==> src/rtl/apb_master_bridge.sv <==
// APB4 initiator: converts single-outstanding core load/store requests into
// SETUP/ACCESS transfers, with registered completion and a PREADY watchdog.
module apb_master_bridge #(
  parameter int ADDR_W  = 32,
  parameter int DATA_W  = 32,
  parameter int STRB_W  = DATA_W / 8,
  parameter int TIMEOUT = 255
) (
  input  logic              PCLK,
  input  logic              PRESETn,
  input  logic              i_req,
  input  logic              i_we,
  input  logic [ADDR_W-1:0] i_addr,
  input  logic [DATA_W-1:0] i_wdata,
  input  logic [STRB_W-1:0] i_strb,
  output logic              o_ready,
  output logic              o_ack,
  output logic [DATA_W-1:0] o_rdata,
  output logic              o_err,
  output logic [ADDR_W-1:0] PADDR,
  output logic              PWRITE,
  output logic [DATA_W-1:0] PWDATA,
  output logic [STRB_W-1:0] PSTRB,
  output logic              PSEL,
  output logic              PENABLE,
  input  logic [DATA_W-1:0] PRDATA,
  input  logic              PREADY,
  input  logic              PSLVERR
);

  localparam int CNT_W   = (TIMEOUT > 0) ? $clog2(TIMEOUT + 1) : 1;
  localparam int TO_LAST = (TIMEOUT > 0) ? TIMEOUT - 1 : 0;

  typedef enum logic [1:0] {IDLE, SETUP, ACCESS} state_e;

  state_e              state_q, state_d;
  logic [CNT_W-1:0]    cnt_q, cnt_d;
  logic [ADDR_W-1:0]   paddr_q, paddr_d;
  logic                pwrite_q, pwrite_d;
  logic [DATA_W-1:0]   pwdata_q, pwdata_d;
  logic [STRB_W-1:0]   pstrb_q, pstrb_d;
  logic                psel_q, psel_d;
  logic                penable_q, penable_d;
  logic                ready_q, ready_d;
  logic                ack_q, ack_d;
  logic                err_q, err_d;
  logic [DATA_W-1:0]   rdata_q, rdata_d;
  logic                timeout_hit;

  // Abort fires on the edge that would bring the wait count up to TIMEOUT,
  // so the slave sees exactly TIMEOUT ACCESS cycles; PREADY on that edge wins.
  assign timeout_hit = (TIMEOUT != 0) && (cnt_q == CNT_W'(TO_LAST));

  always_comb begin
    state_d   = state_q;
    cnt_d     = cnt_q;
    paddr_d   = paddr_q;
    pwrite_d  = pwrite_q;
    pwdata_d  = pwdata_q;
    pstrb_d   = pstrb_q;
    psel_d    = psel_q;
    penable_d = penable_q;
    ready_d   = ready_q;
    ack_d     = 1'b0;
    err_d     = 1'b0;
    rdata_d   = '0;

    case (state_q)
      IDLE: begin
        if (i_req) begin
          state_d  = SETUP;
          cnt_d    = '0;
          paddr_d  = i_addr;
          pwrite_d = i_we;
          pwdata_d = i_wdata;
          pstrb_d  = i_we ? i_strb : '0;
          psel_d   = 1'b1;
          ready_d  = 1'b0;
        end
      end
      SETUP: begin
        state_d   = ACCESS;
        penable_d = 1'b1;
      end
      ACCESS: begin
        if (PREADY || timeout_hit) begin
          state_d   = IDLE;
          psel_d    = 1'b0;
          penable_d = 1'b0;
          ready_d   = 1'b1;
          ack_d     = 1'b1;
          err_d     = PREADY ? PSLVERR : 1'b1;
          rdata_d   = (PREADY && !pwrite_q) ? PRDATA : '0;
        end else if (cnt_q != {CNT_W{1'b1}}) begin
          cnt_d = cnt_q + CNT_W'(1);
        end
      end
      default: begin
        state_d   = IDLE;
        psel_d    = 1'b0;
        penable_d = 1'b0;
        ready_d   = 1'b1;
      end
    endcase
  end

  always_ff @(posedge PCLK or negedge PRESETn) begin
    if (!PRESETn) begin
      state_q   <= IDLE;
      cnt_q     <= '0;
      paddr_q   <= '0;
      pwrite_q  <= 1'b0;
      pwdata_q  <= '0;
      pstrb_q   <= '0;
      psel_q    <= 1'b0;
      penable_q <= 1'b0;
      ready_q   <= 1'b1;
      ack_q     <= 1'b0;
      err_q     <= 1'b0;
      rdata_q   <= '0;
    end else begin
      state_q   <= state_d;
      cnt_q     <= cnt_d;
      paddr_q   <= paddr_d;
      pwrite_q  <= pwrite_d;
      pwdata_q  <= pwdata_d;
      pstrb_q   <= pstrb_d;
      psel_q    <= psel_d;
      penable_q <= penable_d;
      ready_q   <= ready_d;
      ack_q     <= ack_d;
      err_q     <= err_d;
      rdata_q   <= rdata_d;
    end
  end

  assign o_ready = ready_q;
  assign o_ack   = ack_q;
  assign o_err   = err_q;
  assign o_rdata = rdata_q;
  assign PADDR   = paddr_q;
  assign PWRITE  = pwrite_q;
  assign PWDATA  = pwdata_q;
  assign PSTRB   = pstrb_q;
  assign PSEL    = psel_q;
  assign PENABLE = penable_q;

endmodule

==> config.mk <==
export PLATFORM = sky130hd
export DESIGN_NAME = apb_master_bridge
export DESIGN_NICKNAME = d
export VERILOG_FILES = /design/src/rtl/apb_master_bridge.sv
export SDC_FILE = /design/constraint.sdc
export NUM_CORES = 1
export LEC_CHECK = 0
export ABC_AREA = 1
export CORE_AREA = 2 2 108 110
export CTS_CLUSTER_DIAMETER = 50
export CTS_CLUSTER_SIZE = 8
export DETAILED_ROUTE_END_ITERATION = 7
export DIE_AREA = 0 0 110 112
export PLACE_DENSITY = 0.81
export SYNTH_ARGS = -nofsm -noshare
export SYNTH_HDL_FRONTEND = slang
export SYNTH_SLANG_ARGS = --single-unit
==> constraint.sdc <==
create_clock -name PCLK -period 1.74 [get_ports PCLK]
set_input_delay 0.435 -clock PCLK [delete_from_list [all_inputs] [get_ports PCLK]]
set_output_delay 0.435 -clock PCLK [all_outputs]
set_load 0.01 [all_outputs]
==> impl_metrics.toml, run 1 <==
[worst_setup_path]
slowest_stage = "clkdlybuf4s50_1"
worst-r2r-setup-slack_ns = 0.21
crit_buf_inv = 1
end_kind = "output pin"
cp_data_required_time_ns = 1.30
r2r-end = "o_rdata[27]$_DFF_PN0_"
arrival_ns = 1.27
cp_cell_sequence = "clkdlybuf4s50_1"
criticalPathCategory = "reg2out"
r2r_start = "state_q[1]$_DFFE_PN0P_"
cp-start-kind = "flip-flop"
worstPathMaxFanout = 1
slowest_delay_ns = 0.56
reg2regPathDepth = 5
cp_top_family = "buffers and inverters"

[sta]
finalCritPeriodShare_pct = 98.1
slew_headroom_pct = 68.9
setup_viol = 0
fmax_ghz = 0.586
hold_violations = 0
fin_skew_ns = 0.0109
rsz0062_at_grt = "false"
period_needed_ns = 1.71
finalMaxSlewViolations = 0
tightest_slew_ns = 0.466
tns_ns = 0

[floorplan]
io_pins = 212
coreArea_sq_um = 11200
die_w_um = 110
dieArea_sq_um = 12300
rows = 39
die_h_um = 112
initial_core_util_pct = 40.0

[synth]
synth_area_sq_um = 4470
avgSynthCellArea_sq_um = 9.36
syn_nets = 586
synth_seq_cells = 116
syn_inst = 478
seq_area_frac_synth_pct = 64.9
yosysTopAreaCell = "dfrtp_1"
netlist_top_cells_area = "dfrtp_1, nand2_1, nor3b_1, nand3_1, inv_1"
ys_warn_count = 0
synth_cell_types = 19
synth_top_cell_area_share_pct = 64.3

[detailed_routing]
dr_total_vias = 4011
drcViolationCount = 0
dr.pass1.iters = 6
post_drt_wl_per_cell_um = 14.1
routed_via_density = 4.67
postRouteWirelength_mm = 12.1
ant_nets = 0
drt_iter0_drc = 238

[hold_path]
min_path_type = "in2async"

[final_layout]
drive_above_1_share_pct = 7.41
fin_nets = 810
syn2layout_area_growth_pct = 65.9
mostFrequentLayoutCell = "nand2_1"
antennaDiodeCount = 0
final_cell_mix = "nand2_1, clkdlybuf4s50_1, dfrtp_1"

[power_and_ir_drop]
p_leak_uw = 0.00401
power_uw = 11600
cellPowerDensity_nw_per_um2 = 1570
peakVddDrop_mv = 0.754

[cts]
clkTransAtPathRegs_ns = 0.06
htreeDepth = 4
cts-root-buf = "clkbuf_16"
clkLatencyLatePin_ns = 0.41
cts_tree = "yes"
cts-buffers-inserted = 17
clk_path_buf_depth = 2
holdBufCountCts = 0
cts_sinks = 116

[global_routing]
grt_pass1_wl_mm = 19.3
grtUsageTotal_pct = 20.4
antenna_found_initial = 0
first_global_vias = 4007
grt_max_degree = 88
gr-total-overflow = 0

[place]
gp_congestion = 0.914
portBuffers = 211
post-dp-hpwl_mm = 8.51

[run]
drv_cap = 0

[outcome]
status = "complete, no violations"
==> where the power goes <==
group / total [uW] / internal, uW / leakage [uW] / switching, uW
combinational: 4050 / 1840 / 0.00223 / 2210
clock: 3490 / 2310 / 0.000290 / 1180
sequential: 4100 / 3630 / 0.00150 / 475
==> metal layers <==
| metal | vias up | global-route usage (%) | wire length [um] |
|---|---|---|---|
| li1 | 1922 | - | - |
| met1 | 1866 | 24.7 | 4860 |
| met2 | 191 | 32.1 | 5740 |
| met3 | 32 | 7.49 | 1170 |
| met4 | 0 | 9.45 | 359 |
| met5 | - | 0 | 0 |
==> registers in the layout, indices dropped and copies added (netlist names) <==
name	cells
PSTRB	4
cnt_q	8
o_err	1
o_rdata	32
o_ready	1
PWDATA	32
state_q	2
PENABLE	1
PSEL	1
o_ack	1
PWRITE	1
PADDR	32
==> kinds of logic after synthesis <==
logic type | Yosys count | share of synthesized area [%]
buf+inv | 40 | 3.89
compound gates | 6 | 0.671
fa+ha+maj | 2 | 0.559
flops | 116 | 64.9
simple gates | 314 | 30.0
==> cells in the mapped netlist <==
| library cell | n |
|---|---|
| inv_2 | 3 |
| clkbuf_1 | 7 |
| buf_2 | 7 |
| nand2_1 | 248 |
| dfrtp_1 | 115 |
| ha_1 | 2 |
| nand2_2 | 2 |
| nor2_4 | 2 |
| nor3_1 | 1 |
| a21oi_1 | 2 |
| inv_1 | 17 |
| nor2_1 | 14 |
| o21ai_0 | 4 |
| dfstp_2 | 1 |
| buf_6 | 2 |
| nand3_1 | 14 |
| buf_1 | 4 |
| nand3b_1 | 1 |
| nor3b_1 | 32 |
==> stage by stage <==
step                      util (%)  std cells  hold slack (ns)  setup WS, ns  area, sq um
final                         66.4        858           0.0588        0.0322         7420
after global placement        61.1        826            0.452        0.0700         6830
after CTS                     65.8        858           0.0600      0.000863         7360
after global routing          66.4        858           0.0862      0.000676         7420
after floorplan                  -        478            0.139         0.381         4470
after detailed placement      61.1        826            0.457        0.0410         6830
==> worst max path at each step <==
stage / from / end / cells past startpoint
CTS: PADDR[15]$_DFFE_PN0P_ / PADDR[15] / 1
finish: o_rdata[9]$_DFF_PN0_ / o_rdata[9] / 1
floorplan: cnt_q[0]$_DFFE_PN0P_ / cnt_q[6]$_DFFE_PN0P_ / 10
global route: o_rdata[16]$_DFF_PN0_ / o_rdata[16] / 1
global placement: i_req / PWDATA[20]$_DFFE_PN0P_ / 6
detailed placement: i_req / PWDATA[14]$_DFFE_PN0P_ / 7
==> area by class of cell <==
cell class | count | area (sq um)
timing repair buffer | 225 | 2260
sequential | 116 | 2900
multi-input combinational | 322 | 1410
clock inverter | 10 | 130
fill | 901 | 3750
tap | 143 | 179
clock buffer | 22 | 464
inverter | 20 | 75.1
==> what timing repair did <==
item,in CTS,in global routing
buffers inserted,0,0
resized for setup,56,25
setup endpoints to repair,56,28
No activity file was read; power rests on OpenSTA's default activity.
==> run 2, diff against run 1 <==
- REMOVE_ABC_BUFFERS: default -> 1
==> run 2 against run 1 <==
Clock power is 12% higher. Flip-flop and latch count unchanged. Sequential share of layout area decreased by 0.81 points. Power grew 4.7%. Count of clock-buffer cells in the layout did not move. Clock skew decreased by 0.0047 ns. Hold slack improved by 0.41 ns. Combinational power rose by 2%. Maximum frequency grew 0.45%. Via count is 0.22% higher. Core utilization rose by 1.4 points. Largest cell class unchanged.
==> impl_metrics.toml, run 2 (synthesis gave the netlist of run 1 again) <==
[sta]
fin_skew_ns = 0.00617
finalMaxSlewViolations = 0
period_needed_ns = 1.70
hold_violations = 0
setup_viol = 0
fmax_ghz = 0.588
tightest_slew_ns = 0.462
finalCritPeriodShare_pct = 97.7
timing.final.ws_setup_ns = 0.0398
slew_headroom_pct = 69.2
rsz0062_at_grt = "false"

[hold_path]
min_path_type = "reg2reg"
hold_depth = 2
min-delay-start = "PSEL$_DFFE_PN0P_"
worstHoldEndpoint = "PSEL$_DFFE_PN0P_"

[global_routing]
gr-total-overflow = 0
grtUsageTotal_pct = 21.5
grt_use_met1_pct = 23.0
grt_max_degree = 51
grt_pass1_wl_mm = 20.3
met3_usage_pct = 7.67
top_usage_layer = "met2"
first_global_vias = 4302
antenna_found_initial = 0
grt_util_met2_pct = 36.9

[floorplan]
die_w_um = 110
io_pins = 212
rows = 39
die_h_um = 112
coreArea_sq_um = 11200
dieArea_sq_um = 12300
initial_core_util_pct = 40.0

[worst_setup_path]
cp-start-kind = "flip-flop"
crit_buf_inv = 1
worst-r2r-setup-slack_ns = 0.20
cp_top_family = "buffers and inverters"
r2r_start = "state_q[1]$_DFFE_PN0P_"
r2r-end = "o_rdata[11]$_DFF_PN0_"
slowest_delay_ns = 0.55
cp.depth = 1
reg2regPathDepth = 5
cp_cell_sequence = "clkdlybuf4s50_1"
criticalPathCategory = "reg2out"
end_kind = "output pin"
arrival_ns = 1.27
slowest_stage = "clkdlybuf4s50_1"
cp_data_required_time_ns = 1.30
worstPathMaxFanout = 1

[detailed_routing]
post_drt_wl_per_cell_um = 14.8
dr_total_vias = 4020
drcViolationCount = 0
dr.pass1.iters = 5
drt_iter0_drc = 190
ant_nets = 0
postRouteWirelength_mm = 12.7
routed_via_density = 4.70

[place]
dp_worst_setup_slack_ns = 0.0497
gp_congestion = 0.831
post-dp-hpwl_mm = 9.04
portBuffers = 211
dp_cells = 823

[final_layout]
drive_above_1_share_pct = 7.15
antennaDiodeCount = 0
final_cell_mix = "nand2_1, clkdlybuf4s50_1, dfrtp_1"
fin_nets = 808
syn2layout_area_growth_pct = 69.4
mostFrequentLayoutCell = "nand2_1"
final-instance-count-excl-fill = 856

[cts]
cts_tree = "yes"
cts-buffers-inserted = 17
clkLatencyLatePin_ns = 0.40
clkTransAtPathRegs_ns = 0.05
cts-root-buf = "clkbuf_16"
cts_sinks = 116
htreeDepth = 4
clk_path_buf_depth = 2

[power_and_ir_drop]
cellPowerDensity_nw_per_um2 = 1610
power_uw = 12200
p_leak_uw = 0.00426
peakVddDrop_mv = 0.903

[outcome]
status = "complete, no violations"

[run]
drv_cap = 0
==> run 2: routing by layer <==
layer | vias to the layer above | share of wire (%)
met3 | 31 | 7.6
met2 | 153 | 54
met4 | 0 | 2.9
met5 | - | 0
li1 | 1913 | -
met1 | 1923 | 36
==> run 2: stage by stage <==
stage / utilization, % / TNS, ns / hold slack (ns) / cell area (sq um)
2_1_floorplan: - / -41.21 / 0.139 / 4380
3_3_place_gp: 61.3 / 0 / 0.367 / 6850
3_5_place_dp: 61.3 / 0 / 0.380 / 6850
4_1_cts: 66.9 / 0 / 0.470 / 7470
5_1_grt: 67.8 / 0 / 0.482 / 7580
6_report: 67.8 / 0 / 0.464 / 7580
==> run 2: repair_timing <==
| action | in CTS | in global routing |
|---|---|---|
| cloned | 0 | 0 |
| hold buffers | 1 | 0 |
| setup endpoints to repair | 46 | 44 |
| buffers inserted | 0 | 0 |
| hold endpoints to repair | 24 | 0 |
| resized for setup | 46 | 42 |
==> run 2: worst max-delay path by stage <==
stage	from	end	slack, ns
finish	o_rdata[9]$_DFF_PN0_	o_rdata[9]	0.04
global route	o_rdata[1]$_DFF_PN0_	o_rdata[1]	0.002
CTS	PWDATA[9]$_DFFE_PN0P_	PWDATA[9]	0.00008
detailed placement	i_req	PADDR[17]$_DFFE_PN0P_	0.05
global placement	i_req	PSTRB[3]$_DFFE_PN0P_	0.07
floorplan	state_q[0]$_DFFE_PN0P_	PSTRB[0]$_DFFE_PN0P_	-0.60
==> run 2: worst reg2reg max path: cells and delay by family, from the launching register on <==
kind | cells | cell delay, ns
buffers and inverters | 3 | 0.59
flip-flops | 1 | 0.39
AND/OR/NAND/NOR | 2 | 0.46
==> run 2: layout make-up <==
type / instances / area [sq um]
Fill cell: 856 / 3590
Multi-Input combinational cell: 322 / 1410
Inverter: 20 / 75.1
Sequential cell: 116 / 2900
Tap cell: 143 / 179
Clock buffer: 22 / 474
Timing Repair Buffer: 223 / 2340
Clock inverter: 10 / 200
==> run 2: power breakdown <==
part	switching (uW)	internal, uW	leakage (uW)
Sequential	487	3630	0.00150
Clock	1130	2790	0.000334
Combinational	2250	1900	0.00243
Total	3870	8320	0.00426
==> run 3, diff against run 2 <==
- SKIP_LAST_GASP: default -> 1
- SLEW_MARGIN: default -> 40
==> run 3 against run 2 <==
Via count rose by 0.20%. Worst setup slack got worse by 0.0022 ns. Sequential share of layout area grew 0.051 points. Clock skew rose by 0.0017 ns. Wire length is essentially flat. Critical endpoint unchanged. Largest power group unchanged.
==> impl_metrics.toml, run 3 (synthesis gave the netlist of run 1 again) <==
[worst_setup_path]
criticalPathCategory = "reg2out"
arrival_ns = 1.27
slowest_stage = "clkdlybuf4s50_1"
cp_cell_sequence = "clkdlybuf4s50_1"
worstPathMaxFanout = 1
cp_data_required_time_ns = 1.30
cp-start-kind = "flip-flop"
cp_top_family = "buffers and inverters"
end_kind = "output pin"
crit_buf_inv = 1
slowest_delay_ns = 0.55

[final_layout]
final_cell_mix = "nand2_1, clkdlybuf4s50_1, dfrtp_1"
syn2layout_area_growth_pct = 69.2
finalInstanceArea_sq_um = 7570
utilization_pct = 67.8
fin_nets = 808
drive_above_1_share_pct = 7.01
mostFrequentLayoutCell = "nand2_1"
antennaDiodeCount = 0

[detailed_routing]
dr_total_vias = 4028
dr.pass1.iters = 5
drt_iter0_drc = 180
routed_via_density = 4.71
ant_nets = 0
postRouteWirelength_mm = 12.7
post_drt_wl_per_cell_um = 14.8
drcViolationCount = 0

[sta]
fmax_ghz = 0.587
slew_headroom_pct = 69.2
fin_skew_ns = 0.00791
tns_ns = 0
hold_violations = 0
timing.final.ws_setup_ns = 0.0376
tightest_slew_ns = 0.462
setup_viol = 0
period_needed_ns = 1.70
finalMaxSlewViolations = 0
rsz0062_at_grt = "true"
finalCritPeriodShare_pct = 97.8

[power_and_ir_drop]
cellPowerDensity_nw_per_um2 = 1610
p_leak_uw = 0.00426
peakVddDrop_mv = 0.903

[global_routing]
grt_max_degree = 51
gr-total-overflow = 0
antenna_found_initial = 0
first_global_vias = 4302
grt_pass1_wl_mm = 20.3
grtUsageTotal_pct = 21.5

[cts]
cts_tree = "yes"
clkTransAtPathRegs_ns = 0.05
clk_path_buf_depth = 2
cts-buffers-inserted = 17
htreeDepth = 4
cts-root-buf = "clkbuf_16"
cts_sinks = 116
cts_setup_buffers = 0
clkLatencyLatePin_ns = 0.40

[floorplan]
coreArea_sq_um = 11200
dieArea_sq_um = 12300
io_pins = 212
initial_core_util_pct = 40.0
die_w_um = 110
rows = 39
die_h_um = 112

[hold_path]
min_path_type = "reg2reg"

[outcome]
status = "complete, no violations"

[place]
dp_worst_setup_slack_ns = 0.0497
gp_congestion = 0.831
post-dp-hpwl_mm = 9.04
placed_area_sq_um = 6850
portBuffers = 211

[run]
drv_cap = 0
==> run 3: cell counts in the layout (fill, tap and decap cells not counted) <==
Identical to the previous run, type by type.
==> run 3: worst paths after layout <==
check / from / end / slack (ns) / depth (start not counted)
max in group asynchronous: PRESETn / o_ready$_DFFE_PN1P_ / 0.63 / 3
worst min register to register: PSEL$_DFFE_PN0P_ / PSEL$_DFFE_PN0P_ / 0.46 / 2
worst max-delay path: o_rdata[9]$_DFF_PN0_ / o_rdata[9] / 0.04 / 1
worst max register to register: cnt_q[0]$_DFFE_PN0P_ / cnt_q[3]$_DFFE_PN0P_ / 0.15 / 10
min in group asynchronous: PRESETn / PWDATA[30]$_DFFE_PN0P_ / 0.50 / 2
worst min-delay path: PSEL$_DFFE_PN0P_ / PSEL$_DFFE_PN0P_ / 0.46 / 2
==> run 3: per-layer routing <==
layer | global-route usage, % | wire, um | vias to the layer above
met1 | 23.0 | 4480 | 1929
met4 | 10.5 | 400 | 0
met3 | 7.67 | 975 | 35
met5 | 0 | 0 | -
met2 | 36.9 | 6830 | 153
li1 | - | - | 1911
==> run 3: area by class of cell <==
cell class,instances,area (sq um)
fill,858,3600
sequential,116,2900
timing repair buffer,223,2340
multi-input combinational,322,1400
clock buffer,22,474
clock inverter,10,200
tap,143,179
inverter,20,75.1
==> run 3: through the flow <==
step | power [uW] | hold WS (ns) | instances
after global placement | 8600 | 0.367 | 823
after CTS | 12400 | 0.470 | 856
after floorplan | 5870 | 0.139 | 458
after detailed placement | 8770 | 0.380 | 823
final | 12200 | 0.464 | 856
after global routing | 12900 | 0.482 | 856
==> run 3: worst reg2reg max path, stage by stage, from the launching register on <==
cell     delay (ns)
dfrtp_1        0.40
inv_1          0.09
ha_1           0.19
inv_1          0.05
nor2_1         0.04
nand2_1        0.09
nand3_1        0.13
nand2_2        0.19
nand2_2        0.16
nand2_1        0.10
nand2_1        0.05
==> run 3: what timing repair did <==
| item | 4_1_cts | 5_1_grt |
|---|---|---|
| endpoints found under the hold margin | 24 | 0 |
| setup endpoints to repair | 46 | 44 |
| resized for setup | 46 | 40 |
| hold buffers | 1 | 0 |
==> run 3: power breakdown <==
| group | internal, uW | switching [uW] |
|---|---|---|
| combinational | 1900 | 2240 |
| clock | 2790 | 1130 |
| sequential | 3630 | 486 |
| total | 8310 | 3850 |
